--- src/rtl/sirv_clint_nhart.sv ---
// sirv_clint_nhart: multi-hart core-local interruptor on a native ICB slave port.
// Holds a shared 64-bit mtime, per-hart msip bits and 64-bit mtimecmp registers,
// and drives per-hart timer and software interrupt lines.
//
// ICB handshake: a command moves on i_icb_cmd_valid & i_icb_cmd_ready. There is
// a single response slot, so cmd_ready is high whenever that slot is empty or is
// being drained this cycle (~rsp_valid | rsp_ready). The response is registered
// one cycle after accept and rsp_valid/rdata/err hold until rsp_valid & rsp_ready.
module sirv_clint_nhart #(
    parameter int HART_NUM        = 2,
    parameter int RTC_SYNC_STAGES = 2
) (
    input  logic                clk,
    input  logic                rst_n,
    input  logic                i_icb_cmd_valid,
    output logic                i_icb_cmd_ready,
    input  logic [31:0]         i_icb_cmd_addr,
    input  logic                i_icb_cmd_read,
    input  logic [31:0]         i_icb_cmd_wdata,
    input  logic [3:0]          i_icb_cmd_wmask,
    output logic                i_icb_rsp_valid,
    input  logic                i_icb_rsp_ready,
    output logic [31:0]         i_icb_rsp_rdata,
    output logic                i_icb_rsp_err,
    output logic [HART_NUM-1:0] io_tiles_mtip,
    output logic [HART_NUM-1:0] io_tiles_msip,
    input  logic                io_rtcToggle
);

    localparam logic [15:0] OFF_MSIP     = 16'h0000;
    localparam logic [15:0] OFF_CMP      = 16'h4000;
    localparam logic [15:0] OFF_CTL      = 16'hBFF0;
    localparam logic [15:0] OFF_MTIME_LO = 16'hBFF8;
    localparam logic [15:0] OFF_MTIME_HI = 16'hBFFC;

    logic [RTC_SYNC_STAGES-1:0] sync_q, sync_d;
    logic                       dly_q, dly_d;
    logic                       tick;
    logic [63:0]                mtime_q, mtime_d;
    logic [63:0]                mtimecmp_q [HART_NUM];
    logic [63:0]                mtimecmp_d [HART_NUM];
    logic [HART_NUM-1:0]        msip_q, msip_d;
    logic [HART_NUM-1:0]        mtip_q, mtip_d;
    logic                       mtime_en_q, mtime_en_d;
    logic                       rsp_valid_q, rsp_valid_d;
    logic [31:0]                rdata_q, rdata_d;
    logic                       err_q, err_d;

    logic                       accept;
    logic                       wr_en;
    logic [15:0]                off;
    logic                       hit;
    logic [31:0]                rd_val;
    logic                       sel_ctl, sel_mtime_lo, sel_mtime_hi;
    logic [HART_NUM-1:0]        sel_msip, sel_cmp_lo, sel_cmp_hi;
    logic                       unused_addr_hi;

    // Byte-granular merge of write data into an existing 32-bit word.
    function automatic logic [31:0] merge_bytes(input logic [31:0] old_val,
                                                input logic [31:0] new_val,
                                                input logic [3:0]  mask);
        logic [31:0] res;
        for (int k = 0; k < 4; k++) begin
            res[8*k +: 8] = mask[k] ? new_val[8*k +: 8] : old_val[8*k +: 8];
        end
        return res;
    endfunction

    assign i_icb_cmd_ready = ~rsp_valid_q | i_icb_rsp_ready;
    assign accept          = i_icb_cmd_valid & i_icb_cmd_ready;
    assign wr_en           = accept & ~i_icb_cmd_read & hit;
    assign off             = i_icb_cmd_addr[15:0];
    assign unused_addr_hi  = ^i_icb_cmd_addr[31:16];

    // RTC toggle: synchronizer chain plus one delay flop; either edge is a tick.
    always_comb begin
        sync_d = {sync_q[RTC_SYNC_STAGES-2:0], io_rtcToggle};
        dly_d  = sync_q[RTC_SYNC_STAGES-1];
    end
    assign tick = sync_q[RTC_SYNC_STAGES-1] ^ dly_q;

    // Address decode and read mux; every mapped offset is word aligned, so a
    // misaligned address can never match and falls out as an error.
    always_comb begin
        hit          = 1'b0;
        rd_val       = '0;
        sel_ctl      = 1'b0;
        sel_mtime_lo = 1'b0;
        sel_mtime_hi = 1'b0;
        sel_msip     = '0;
        sel_cmp_lo   = '0;
        sel_cmp_hi   = '0;
        for (int h = 0; h < HART_NUM; h++) begin
            if (off == OFF_MSIP + 16'(4 * h)) begin
                hit         = 1'b1;
                sel_msip[h] = 1'b1;
                rd_val      = {31'd0, msip_q[h]};
            end
            if (off == OFF_CMP + 16'(8 * h)) begin
                hit           = 1'b1;
                sel_cmp_lo[h] = 1'b1;
                rd_val        = mtimecmp_q[h][31:0];
            end
            if (off == OFF_CMP + 16'(8 * h + 4)) begin
                hit           = 1'b1;
                sel_cmp_hi[h] = 1'b1;
                rd_val        = mtimecmp_q[h][63:32];
            end
        end
        if (off == OFF_CTL) begin
            hit     = 1'b1;
            sel_ctl = 1'b1;
            rd_val  = {31'd0, mtime_en_q};
        end
        if (off == OFF_MTIME_LO) begin
            hit          = 1'b1;
            sel_mtime_lo = 1'b1;
            rd_val       = mtime_q[31:0];
        end
        if (off == OFF_MTIME_HI) begin
            hit          = 1'b1;
            sel_mtime_hi = 1'b1;
            rd_val       = mtime_q[63:32];
        end
    end

    // Register next state: a bus write to mtime overrides the tick increment.
    always_comb begin
        mtime_d = mtime_q;
        if (tick && mtime_en_q) begin
            mtime_d = mtime_q + 64'd1;
        end
        if (wr_en && sel_mtime_lo) begin
            mtime_d = {mtime_q[63:32], merge_bytes(mtime_q[31:0], i_icb_cmd_wdata, i_icb_cmd_wmask)};
        end
        if (wr_en && sel_mtime_hi) begin
            mtime_d = {merge_bytes(mtime_q[63:32], i_icb_cmd_wdata, i_icb_cmd_wmask), mtime_q[31:0]};
        end

        mtime_en_d = mtime_en_q;
        if (wr_en && sel_ctl && i_icb_cmd_wmask[0]) begin
            mtime_en_d = i_icb_cmd_wdata[0];
        end

        for (int h = 0; h < HART_NUM; h++) begin
            msip_d[h] = msip_q[h];
            if (wr_en && sel_msip[h] && i_icb_cmd_wmask[0]) begin
                msip_d[h] = i_icb_cmd_wdata[0];
            end
            mtimecmp_d[h] = mtimecmp_q[h];
            if (wr_en && sel_cmp_lo[h]) begin
                mtimecmp_d[h][31:0] = merge_bytes(mtimecmp_q[h][31:0], i_icb_cmd_wdata, i_icb_cmd_wmask);
            end
            if (wr_en && sel_cmp_hi[h]) begin
                mtimecmp_d[h][63:32] = merge_bytes(mtimecmp_q[h][63:32], i_icb_cmd_wdata, i_icb_cmd_wmask);
            end
            mtip_d[h] = (mtime_q >= mtimecmp_q[h]);
        end
    end

    // Response slot: load on accept, clear on drain, otherwise hold.
    always_comb begin
        rsp_valid_d = rsp_valid_q;
        rdata_d     = rdata_q;
        err_d       = err_q;
        if (accept) begin
            rsp_valid_d = 1'b1;
            err_d       = ~hit;
            rdata_d     = (i_icb_cmd_read && hit) ? rd_val : 32'd0;
        end else if (i_icb_rsp_ready) begin
            rsp_valid_d = 1'b0;
        end
    end

    // State registers with synchronous active-low reset.
    always_ff @(posedge clk) begin
        if (!rst_n) begin
            sync_q      <= '0;
            dly_q       <= 1'b0;
            mtime_q     <= '0;
            msip_q      <= '0;
            mtip_q      <= '0;
            mtime_en_q  <= 1'b1;
            rsp_valid_q <= 1'b0;
            rdata_q     <= '0;
            err_q       <= 1'b0;
            for (int h = 0; h < HART_NUM; h++) begin
                mtimecmp_q[h] <= '1;
            end
        end else begin
            sync_q      <= sync_d;
            dly_q       <= dly_d;
            mtime_q     <= mtime_d;
            msip_q      <= msip_d;
            mtip_q      <= mtip_d;
            mtime_en_q  <= mtime_en_d;
            rsp_valid_q <= rsp_valid_d;
            rdata_q     <= rdata_d;
            err_q       <= err_d;
            for (int h = 0; h < HART_NUM; h++) begin
                mtimecmp_q[h] <= mtimecmp_d[h];
            end
        end
    end

    assign i_icb_rsp_valid = rsp_valid_q;
    assign i_icb_rsp_rdata = rdata_q;
    assign i_icb_rsp_err   = err_q;
    assign io_tiles_mtip   = mtip_q;
    assign io_tiles_msip   = msip_q;

endmodule

--- config.mk ---
export PLATFORM = sky130hd
export DESIGN_NAME = sirv_clint_nhart
export DESIGN_NICKNAME = d
export VERILOG_FILES = /design/src/rtl/sirv_clint_nhart.sv
export SDC_FILE = /design/constraint.sdc
export NUM_CORES = 1
export LEC_CHECK = 0
export CAP_MARGIN = 20
export CORE_MARGIN = 3
export CORE_UTILIZATION = 54
export DETAILED_ROUTE_END_ITERATION = 6
export GPL_TIMING_DRIVEN = 1
export PLACE_DENSITY_LB_ADDON = 0.2
export SLEW_MARGIN = 0
export SYNTH_ARGS = -nofsm -noshare
export SYNTH_HDL_FRONTEND = slang
export SYNTH_SLANG_ARGS = --single-unit
--- constraint.sdc ---
create_clock -name clk -period 2.6 [get_ports clk]
set_input_delay 0.52 -clock clk [delete_from_list [all_inputs] [get_ports clk]]
set_output_delay 0.52 -clock clk [all_outputs]
set_load 0.01 [all_outputs]
### Word level (Yosys, flattened, before mapping)

Memory sizes are Yosys's and may differ from the RTL's.
Cells that the tools add are included.

| word-level totals | value |
|---|---|
| flip-flop bits (word level) | 106 |
| memory bits (writable) | 128 |
| input bits | 74 |
| output and inout bits | 39 |
| logic and storage cells | 135 |
| memories | 1 |

Memory list:

| name | words | width | read ports | clocked after memory_dff | write ports | RTL line | RTL |
|---|---|---|---|---|---|---|---|
| mtimecmp_q | 2 | 64 | 2 | 0 | 2 | 40 | `logic [63:0] mtimecmp_q [HART_NUM];` |

| operators by class | value |
|---|---|
| add/sub/neg operators | 1 |
| order comparisons | 2 |
| equal/unequal tests | 17 |
| mux-type cells | 60 |
| bitwise logic cells | 11 |
| reductions and logical operators | 26 |

Operator list:

| kind | number |
|---|---|
| 32-bit two-way mux | 13 |
| 64-bit two-way mux | 5 |
| 8-bit two-way mux | 20 |
| 64-bit greater-or-equal comparator | 2 |
| 64-bit by 1-bit adder with 64-bit output (second input constant) | 1 |
| 16-bit by 15-bit equality test with 1-bit output (second input constant) | 4 |
| 16-bit equality test (second input constant) | 3 |
| 3-bit AND reduction | 8 |
| 1-bit two-way mux | 22 |
| 16-bit by 3-bit equality test with 1-bit output (second input constant) | 1 |
| 16-bit logical NOT | 1 |
| 2-bit != test (second input constant) | 8 |
| 1-bit logical AND | 14 |
| 2-bit nonzero test | 3 |
| 1-bit NOT | 4 |
| 1-bit AND | 3 |
| 1-bit bitwise OR | 3 |
| 2-bit by 1-bit != test with 1-bit output (second input constant) | 1 |
| 1-bit bitwise XOR | 1 |

### Logic depth before layout (Yosys ltp)

Gate-level depths: netlist of the first run.

| depth | value |
|---|---|
| depth in word-level cells | 14 |
| depth in mapped cells | 10 |
| mapped depth without buffers | 9 |

### Worst setup path after synthesis of the first run

OpenSTA, ideal clock, no wires.

| timing | value |
|---|---|
| path type | in2reg |
| start point | input port i_icb_cmd_addr[14] |
| end point | register mtime_q[61] |
| library setup time | 103 ps |
| data arrival time | 2,365 ps |
| data required time | 2,497 ps |
| slack | 131 ps |
| stages | 8 |
| buffers on the path | 1 |
| path through | buf_2 > nand4b_1 > nor4_4 > a31oi_2 > nor2_1 > or3_1 > mux2i_1 > a2111oi_2 |

| on the way | value |
|---|---|
| word-level cells in the longest chain between the ends | 14 |
| elaborated cells between the ends (all ways) | 28 |
| those cells by class | eq/ne: 10; mux: 12; bitwise: 1; reduce/logical: 5 |

Ends and longest elaborated chain:

| element | RTL line | RTL |
|---|---|---|
| from (decl) | 17 | `input logic [31:0] i_icb_cmd_addr,` |
| 16-bit logical NOT | 94 | `if (off == OFF_MSIP + 16'(4 * h)) begin` |
| 1-bit two-way mux | 94 |  |
| 1-bit two-way mux | 99 | `if (off == OFF_CMP + 16'(8 * h)) begin` |
| 1-bit two-way mux | 104 | `if (off == OFF_CMP + 16'(8 * h + 4)) begin` |
| 1-bit two-way mux | 94 |  |
| 1-bit two-way mux | 99 |  |
| 1-bit two-way mux | 104 |  |
| 1-bit two-way mux | 110 | `if (off == OFF_CTL) begin` |
| 1-bit two-way mux | 115 | `if (off == OFF_MTIME_LO) begin` |
| 1-bit two-way mux | 120 | `if (off == OFF_MTIME_HI) begin` |
| 1-bit AND | 71 | `assign wr_en = accept & ~i_icb_cmd_read & hit;` |
| 1-bit logical AND (on tied branches) | 136, 133 |  |
| 2-bit != test (no line) (tied with other cells) | - |  |
| 3-bit AND reduction (no line) | - |  |
| to (signal assigned) | 193 | `mtime_q <= mtime_d;` |
| to (decl) | 39 | `logic [63:0] mtime_q, mtime_d;` |

Several ways; a longest one is shown, not always the timed one.
A chain may end at the register's enable or synchronous reset.

### Worst setup path in the final report of the first run

| timing | value |
|---|---|
| start point | register mtime_q[1] |
| end point | register mtime_q[49] |

| on the way | value |
|---|---|
| word-level cells in the longest chain between the ends | 4 |

Ends and longest elaborated chain:

| element | RTL line | RTL |
|---|---|---|
| 64-bit by 1-bit adder with 64-bit output | 131 | `mtime_d = mtime_q + 64'd1;` |
| 64-bit two-way mux | 130 | `if (tick && mtime_en_q) begin` |
| 64-bit two-way mux | 133 | `if (wr_en && sel_mtime_lo) begin` |
| 64-bit two-way mux | 136 | `if (wr_en && sel_mtime_hi) begin` |

No other way between the ends. The select of a mux whose other input is x is not followed.

==> impl_results.md, run 1 <==
* Register clock-pin slew on the reported worst setup and hold paths at 0.06 ns
* Setup TNS at 0 ns
* CP max FO at 4
* EDFF count, synth at 0
* Design Area, Final at 19,200 um^2
* Antenna violations before repair at 2
* Mean routed wirelength per cell at 22.2 um
* Vias in the first global route at 16,300
* Synth Cell Area at 15,100 um^2
* CP Class: flop to flop
* Longest Clk Path Bufs at 3
* Initial Util at 0.555
* Largest net degree at the start of global routing at 111
* Vias at 17,400
* Final min period at 2.56 ns
* Worst hold start: rst_n
* Die area at 29,900 um^2
* Max Cap Viol at 0
* Antenna diodes at 0
* R2R setup slack at 0.04 ns
* HPWL Detailed at 44.2 mm
* Routed Antenna Nets at 0
* Detailed-router iteration count before antenna repair at 6
* Status: finished clean
* Site Rows at 60
* Post-Synthesis Cells at 2,028
* Clk root buf: clkbuf_16
* Actual slew at the worst max-slew pin at 0.621 ns
* Maximum clock frequency at 0.391 GHz
* Clock Sinks at 234
* Clock H-tree levels at 1
* Worst-Skew Late Latency at 0.56 ns
* Period utilization at 0.983
* Drt total wl at 59.6 mm
* Crit-path cells: buf_4 > nand2_2 > nor3_4 > nand4_1 > buf_6 > or3_1 > or4_1 > a21oi_1 > o21a_1
* RePlAce Congestion at 0.976
* Slowest cell on the critical path: or4_1
* I/O pins at 113
* Worst r2r path cells at 9
* Most used DFF post-synth: dfxtp_1
* Slew margin rel. at 0.582
* Hold EP: mtimecmp_q[0][25]$_SDFFE_PN1P_
* Synth cell types at 74
* CP peak stage delay at 0.48 ns
* I/O Buffers at 96
* Initial DRC count at 2,294
* Synth top cells by count: nand2_1, dfxtp_1, nand3_1
* Sequential area share after synthesis at 0.311
* Post-synthesis async set-or-reset flop share at 0
* Post-synthesis register bit count at 234
* Finish-stage setup viols at 0
* Post-DP Area at 18,300 um^2
* Setup crit end kind: flop
* Fraction of layout cells with a size suffix above 1 at 0.152
* Post-synthesis net count at 2,231
* Proportion of netlist area held by the largest area contributor at 0.311
* CTS tree: yes
* First-pass GRT wire length at 91.5 mm
* Vias per cell at 6.51
* Worst R2R End: mtime_q[49]$_SDFFE_PN0P_
* DRC at 0
* Area delta synth->final at 27.7%
* Cell accounting for the most synthesized area: dfxtp_1
* Peak supply drop at 519 uV
* Pins Over Slew Limit at 0
* Synth Warn # at 0
* Worst flop-to-flop path startpoint: mtime_q[1]$_SDFFE_PN0P_
* Design Power at 8.17 mW
* Hold Crit Depth at 2
* Leakage dissipation at 9.35 nW
* Pwr/cell area at 424 nW/um^2
* Final nets at 2,492
* CP required at 3.10 ns
* TritonCTS buffer count at 27
* Core area at 27,200 um^2
* Hold buffer count at CTS at 0
* Synth area leaders: dfxtp_1, ha_1, nand2_1, nand3_1, nor2_1
* Total grt overflow at 0
* Final hold violations at 0
* Die Ht at 173 um
* Worst path arrival time at 3.06 ns
* Worst Skew at 0.0112 ns
* Worst Hold Class: input pin to flop
* Avg Cell Area, Syn at 7.43 um^2
* Die Wd at 173 um
* Top-count cell post-synth: nand2_1
* Crit path launch type: flop
* Total track usage at 0.379
area by class of cell:
type	instances	area (um^2)
well taps	372	465
inverters	138	518
clock buffers	35	756
fillers	2311	7930
multi-input cells	1532	9490
clock inverters	14	160
flip-flops and latches	234	4690
repair buffers	356	3170
layout by cell type (no fill, tap or decap), types with 28 or more instances in the layout:
cell type and instances:
clkdlybuf4s50_1 94, a22oi_1 47, a21o_1 28, o21ai_0 73
nor2_1 147, nand3_1 220, buf_4 238, ha_1 129
o211ai_1 59, nand4_1 44, inv_1 136, a21oi_1 105
nor3_1 40, nand2_1 303, dfxtp_1 230
worst max path at each step:
stage	depth (start not counted)	startpoint	to	slack, ns
3_5_place_dp	9	i_icb_cmd_addr[14]	i_icb_rsp_rdata[16]$_SDFFE_PN0P_	-0.41
6_report	9	mtime_q[1]$_SDFFE_PN0P_	mtime_q[49]$_SDFFE_PN0P_	0.04
3_3_place_gp	9	i_icb_cmd_addr[14]	mtime_q[11]$_SDFFE_PN0P_	-0.33
2_1_floorplan	8	i_icb_cmd_addr[14]	mtime_q[61]$_SDFFE_PN0P_	0.13
4_1_cts	9	mtimecmp_q[0][73]$_SDFFE_PN1P_	io_tiles_mtip[1]$_SDFF_PN0_	0.01
5_1_grt	9	mtime_q[1]$_SDFFE_PN0P_	mtime_q[49]$_SDFFE_PN0P_	-0.04
sequential cells by signal (all words and copies together), names as in the netlist:
signal	count
mtime_en_q	1
sync_q	2
dly_q	1
i_icb_rsp_rdata	32
io_tiles_mtip	2
i_icb_rsp_valid	1
io_tiles_msip	2
i_icb_rsp_err	1
mtime_q	64
mtimecmp_q	128
timing repair:
action,4_1_cts,5_1_grt
buffers inserted,0,1
setup endpoints to repair,0,25
resized for setup,0,20
cell families after synthesis:
| family | after synthesis | share of synthesized area |
|---|---|---|
| flops | 234 | 0.311 |
| mux | 21 | 0.0149 |
| fa+ha+maj | 129 | 0.107 |
| xor+xnor | 1 | 0.000581 |
| simple gates | 871 | 0.272 |
| compound gates | 510 | 0.229 |
| buf+inv | 262 | 0.0660 |
critical path, delay by kind of cell (launching register included):
kind	cells	cell delay, ns
and+or+nand+nor	5	1.54
DFF	1	0.35
buffers and inverters	2	0.34
AOI/OAI and AO/OA	2	0.26
per-stage QoR:
stage	util	worst slack, ns	hold slack [ns]	std cells
after floorplan	-	0.131	0.412	2028
after global placement	0.672	-0.326	0.421	2631
after detailed placement	0.672	-0.407	0.429	2631
after CTS	0.706	0.0142	0.243	2680
after global routing	0.708	-0.0359	0.255	2681
final	0.708	0.0434	0.257	2681
per-layer routing:
layer	share of wire	wire length, um	up-vias	track usage
li1	-	-	7917	-
met1	0.41	24400	8168	0.530
met2	0.43	25400	1153	0.585
met3	0.12	6970	208	0.0597
met4	0.049	2920	0	0.155
met5	0	0	-	0
where the power goes:
group	leakage [nW]	internal, mW	switching (mW)	total [mW]
combinational	7.01	0.210	0.360	0.570
clock	0.448	2.35	1.65	4.00
sequential	1.89	3.59	0.00495	3.60
total	9.35	6.15	2.02	8.17
No activity file was read; power rests on OpenSTA's default activity.
==> run 2: changes to the inputs <==
Settings changed: CORE_MARGIN 3 to unset, PLACE_DENSITY_LB_ADDON 0.2 to 0.1.
==> run 2 against run 1 <==
  * The flow now finishes with violations (negative setup slack)
  * Critical path depth increased by 1
  * Worst hold slack got worse by 0.0078 ns
  * Clock power decreased by 1%
  * Combinational power decreased by 2%
  * Non-clock buffer count increased by 6
  * Largest power group unchanged
==> impl_results.md, run 2 (synthesis results as in run 1) <==
* Status: finished with violations
* Failing checks: negative setup slack
* Final min period at 2.61 ns (+0.0510 ns)
* Mean routed wirelength per cell at 21.9 um (-1.5%)
* RSZ-0062 raised after global routing: yes
* Antenna diodes at 0 (unchanged)
* Design Power at 8.12 mW (-0.61%)
* Most common cell after layout, fill and taps aside: nand2_1
* Highest-count cells in the layout ignoring fill and taps: nand2_1, buf_4, dfxtp_1, nand3_1, nor2_1
* Peak supply drop at 425 uV (-18%)
* First-pass GRT wire length at 89.5 mm (-2.1%)
* CP Class: flop to flop
* Pwr/cell area at 422 nW/um^2 (-0.64%)
* DRC at 0 (unchanged)
* TritonCTS buffer count at 27 (unchanged)
* CP required at 3.03 ns (-0.07 ns)
* Worst path arrival time at 3.04 ns (-0.02 ns)
* Largest net degree at the start of global routing at 65 (-41%)
* Pins Over Slew Limit at 0 (unchanged)
* Total track usage at 0.406 (+0.0262)
* Max Cap Viol at 0 (unchanged)
* Crit-path cells: buf_4 > buf_4 > ha_1 > a21o_1 > a31oi_1 > o21ai_1 > nand3_1 > o211ai_1 > a211oi_2 > o21ai_0
* Vias at 17,200 (-1.6%)
* Clk root buf: clkbuf_16
* Die area at 28,600 um^2 (-4.6%)
* Leakage dissipation at 9.36 nW (+0.15%)
* Worst Skew at 0.0112 ns (-0.0000545 ns)
* Initial DRC count at 2,134 (-7.0%)
* Clock Sinks at 234 (unchanged)
* Actual slew at the worst max-slew pin at 0.716 ns (+0.0949 ns)
* Die Wd at 169 um (-2.3%)
* Site Rows at 60 (unchanged)
* Slew margin rel. at 0.518 (-0.0639)
* Final non-filler cell total at 2,686 (+0.19%)
* Setup crit end kind: flop
* Fraction of layout cells with a size suffix above 1 at 0.153 (+0.000536)
* Final hold violations at 0 (unchanged)
* Detailed-router iteration count before antenna repair at 6 (unchanged)
* Critical Path Most Common Cell: buf_4
* Core area at 27,200 um^2 (unchanged)
* CTS tree: yes
* I/O Buffers at 96 (unchanged)
* Die Ht at 169 um (-2.3%)
* Crit path launch type: flop
* Routed Antenna Nets at 0 (unchanged)
* Vias in the first global route at 16,000 (-2.2%)
* Placed instance count at 2,638 (+0.27%)
* Period utilization at 1.00 (+0.0196)
* Hold WS at 0.250 ns (-0.00782 ns)
* Worst Hold Class: input pin to flop
* Hold buffer count at CTS at 0 (unchanged)
* CP peak stage delay at 0.35 ns (-0.13 ns)
* Worst-Skew Late Latency at 0.56 ns (about the same)
* I/O pins at 113 (unchanged)
* Finish-stage setup viols at 1 (+1)
* Slowest cell on the critical path: dfxtp_1
* CP max FO at 5 (+1)
* Clock H-tree levels at 1 (unchanged)
* Maximum clock frequency at 0.383 GHz (-2.0%)
* Vias per cell at 6.39 (-1.8%)
* Longest Clk Path Bufs at 3 (unchanged)
* Filler Cell Count at 2,300 (-0.48%)
* Largest register FFs at 128 (unchanged)
* Total grt overflow at 0 (unchanged)
* HPWL Detailed at 43.6 mm (-1.3%)
* Top reg by flops: mtimecmp_q
* Area delta synth->final at 27.7% (about the same)
* Pre-CTS WS at -0.369 ns (+0.0380 ns)
* Final nets at 2,498 (+0.24%)
* Drt total wl at 58.8 mm (-1.4%)
* Final Worst Setup Slack at -0.00763 ns (-0.0510 ns)
* Antenna violations before repair at 0 (-2)
* Register clock-pin slew on the reported worst setup and hold paths at 0.06 ns (about the same)
* Initial Util at 0.555 (unchanged)
* RePlAce Congestion at 0.982 (+0.65%)
==> run 2: timing repair <==
action	CTS	global route
pin swaps	0	3
resized for setup	3	14
endpoints found under the setup margin	2	14
setup buffers	0	0
==> run 2: area by class of cell <==
type	instances	area, um^2	share of cell area
Tap cell	372	465	0.0242
Multi-Input combinational cell	1532	9500	0.493
Inverter	138	518	0.0269
Clock buffer	44	870	0.0452
Clock inverter	4	52.6	0.00273
Timing Repair Buffer	362	3160	0.164
Sequential cell	234	4690	0.243
==> run 2: report_power, final <==
group / total, mW / switching (mW) / leakage (nW) / internal, mW
Clock: 3.96 / 1.60 / 0.458 / 2.36
Combinational: 0.558 / 0.353 / 7.01 / 0.205
Sequential: 3.60 / 0.00537 / 1.89 / 3.59
Total: 8.12 / 1.96 / 9.36 / 6.16
==> run 2: routing by layer <==
| layer | GRT usage | wire length, um | vias to the layer above | share of wire |
|---|---|---|---|---|
| li1 | - | - | 7931 | - |
| met1 | 0.533 | 23700 | 7923 | 0.40 |
| met2 | 0.626 | 24900 | 1127 | 0.42 |
| met3 | 0.105 | 7490 | 186 | 0.13 |
| met4 | 0.181 | 2770 | 0 | 0.047 |
| met5 | 0 | 0 | - | 0 |
==> run 2: metrics by stage <==
step,utilization,instance area (um^2),setup TNS (ns)
after floorplan,-,15100,0
after global placement,0.672,18300,-24.81
after detailed placement,0.672,18300,-40.01
after CTS,0.707,19200,0
after global routing,0.708,19300,-0.0881
final,0.708,19300,-0.00763
==> run 2: worst max-delay path, delay by kind of cell, from the launching register on <==
kind            cells  cell delay (ns)
compound gates      6             1.31
fa+ha+maj           1             0.31
buf+inv             2             0.31
flops               1             0.35
simple gates        1             0.19
==> run 2: worst paths after layout <==
check	from	endpoint	slack, ns	cells after the start
worst min-delay path	rst_n	mtimecmp_q[0][126]$_SDFFE_PN1P_	0.25	2
worst max register to register	mtime_q[2]$_SDFFE_PN0P_	io_tiles_mtip[0]$_SDFF_PN0_	-0.008	10
worst min register to register	i_icb_rsp_rdata[20]$_SDFFE_PN0P_	i_icb_rsp_rdata[20]$_SDFFE_PN0P_	0.44	2
worst max-delay path	mtime_q[2]$_SDFFE_PN0P_	io_tiles_mtip[0]$_SDFF_PN0_	-0.008	10
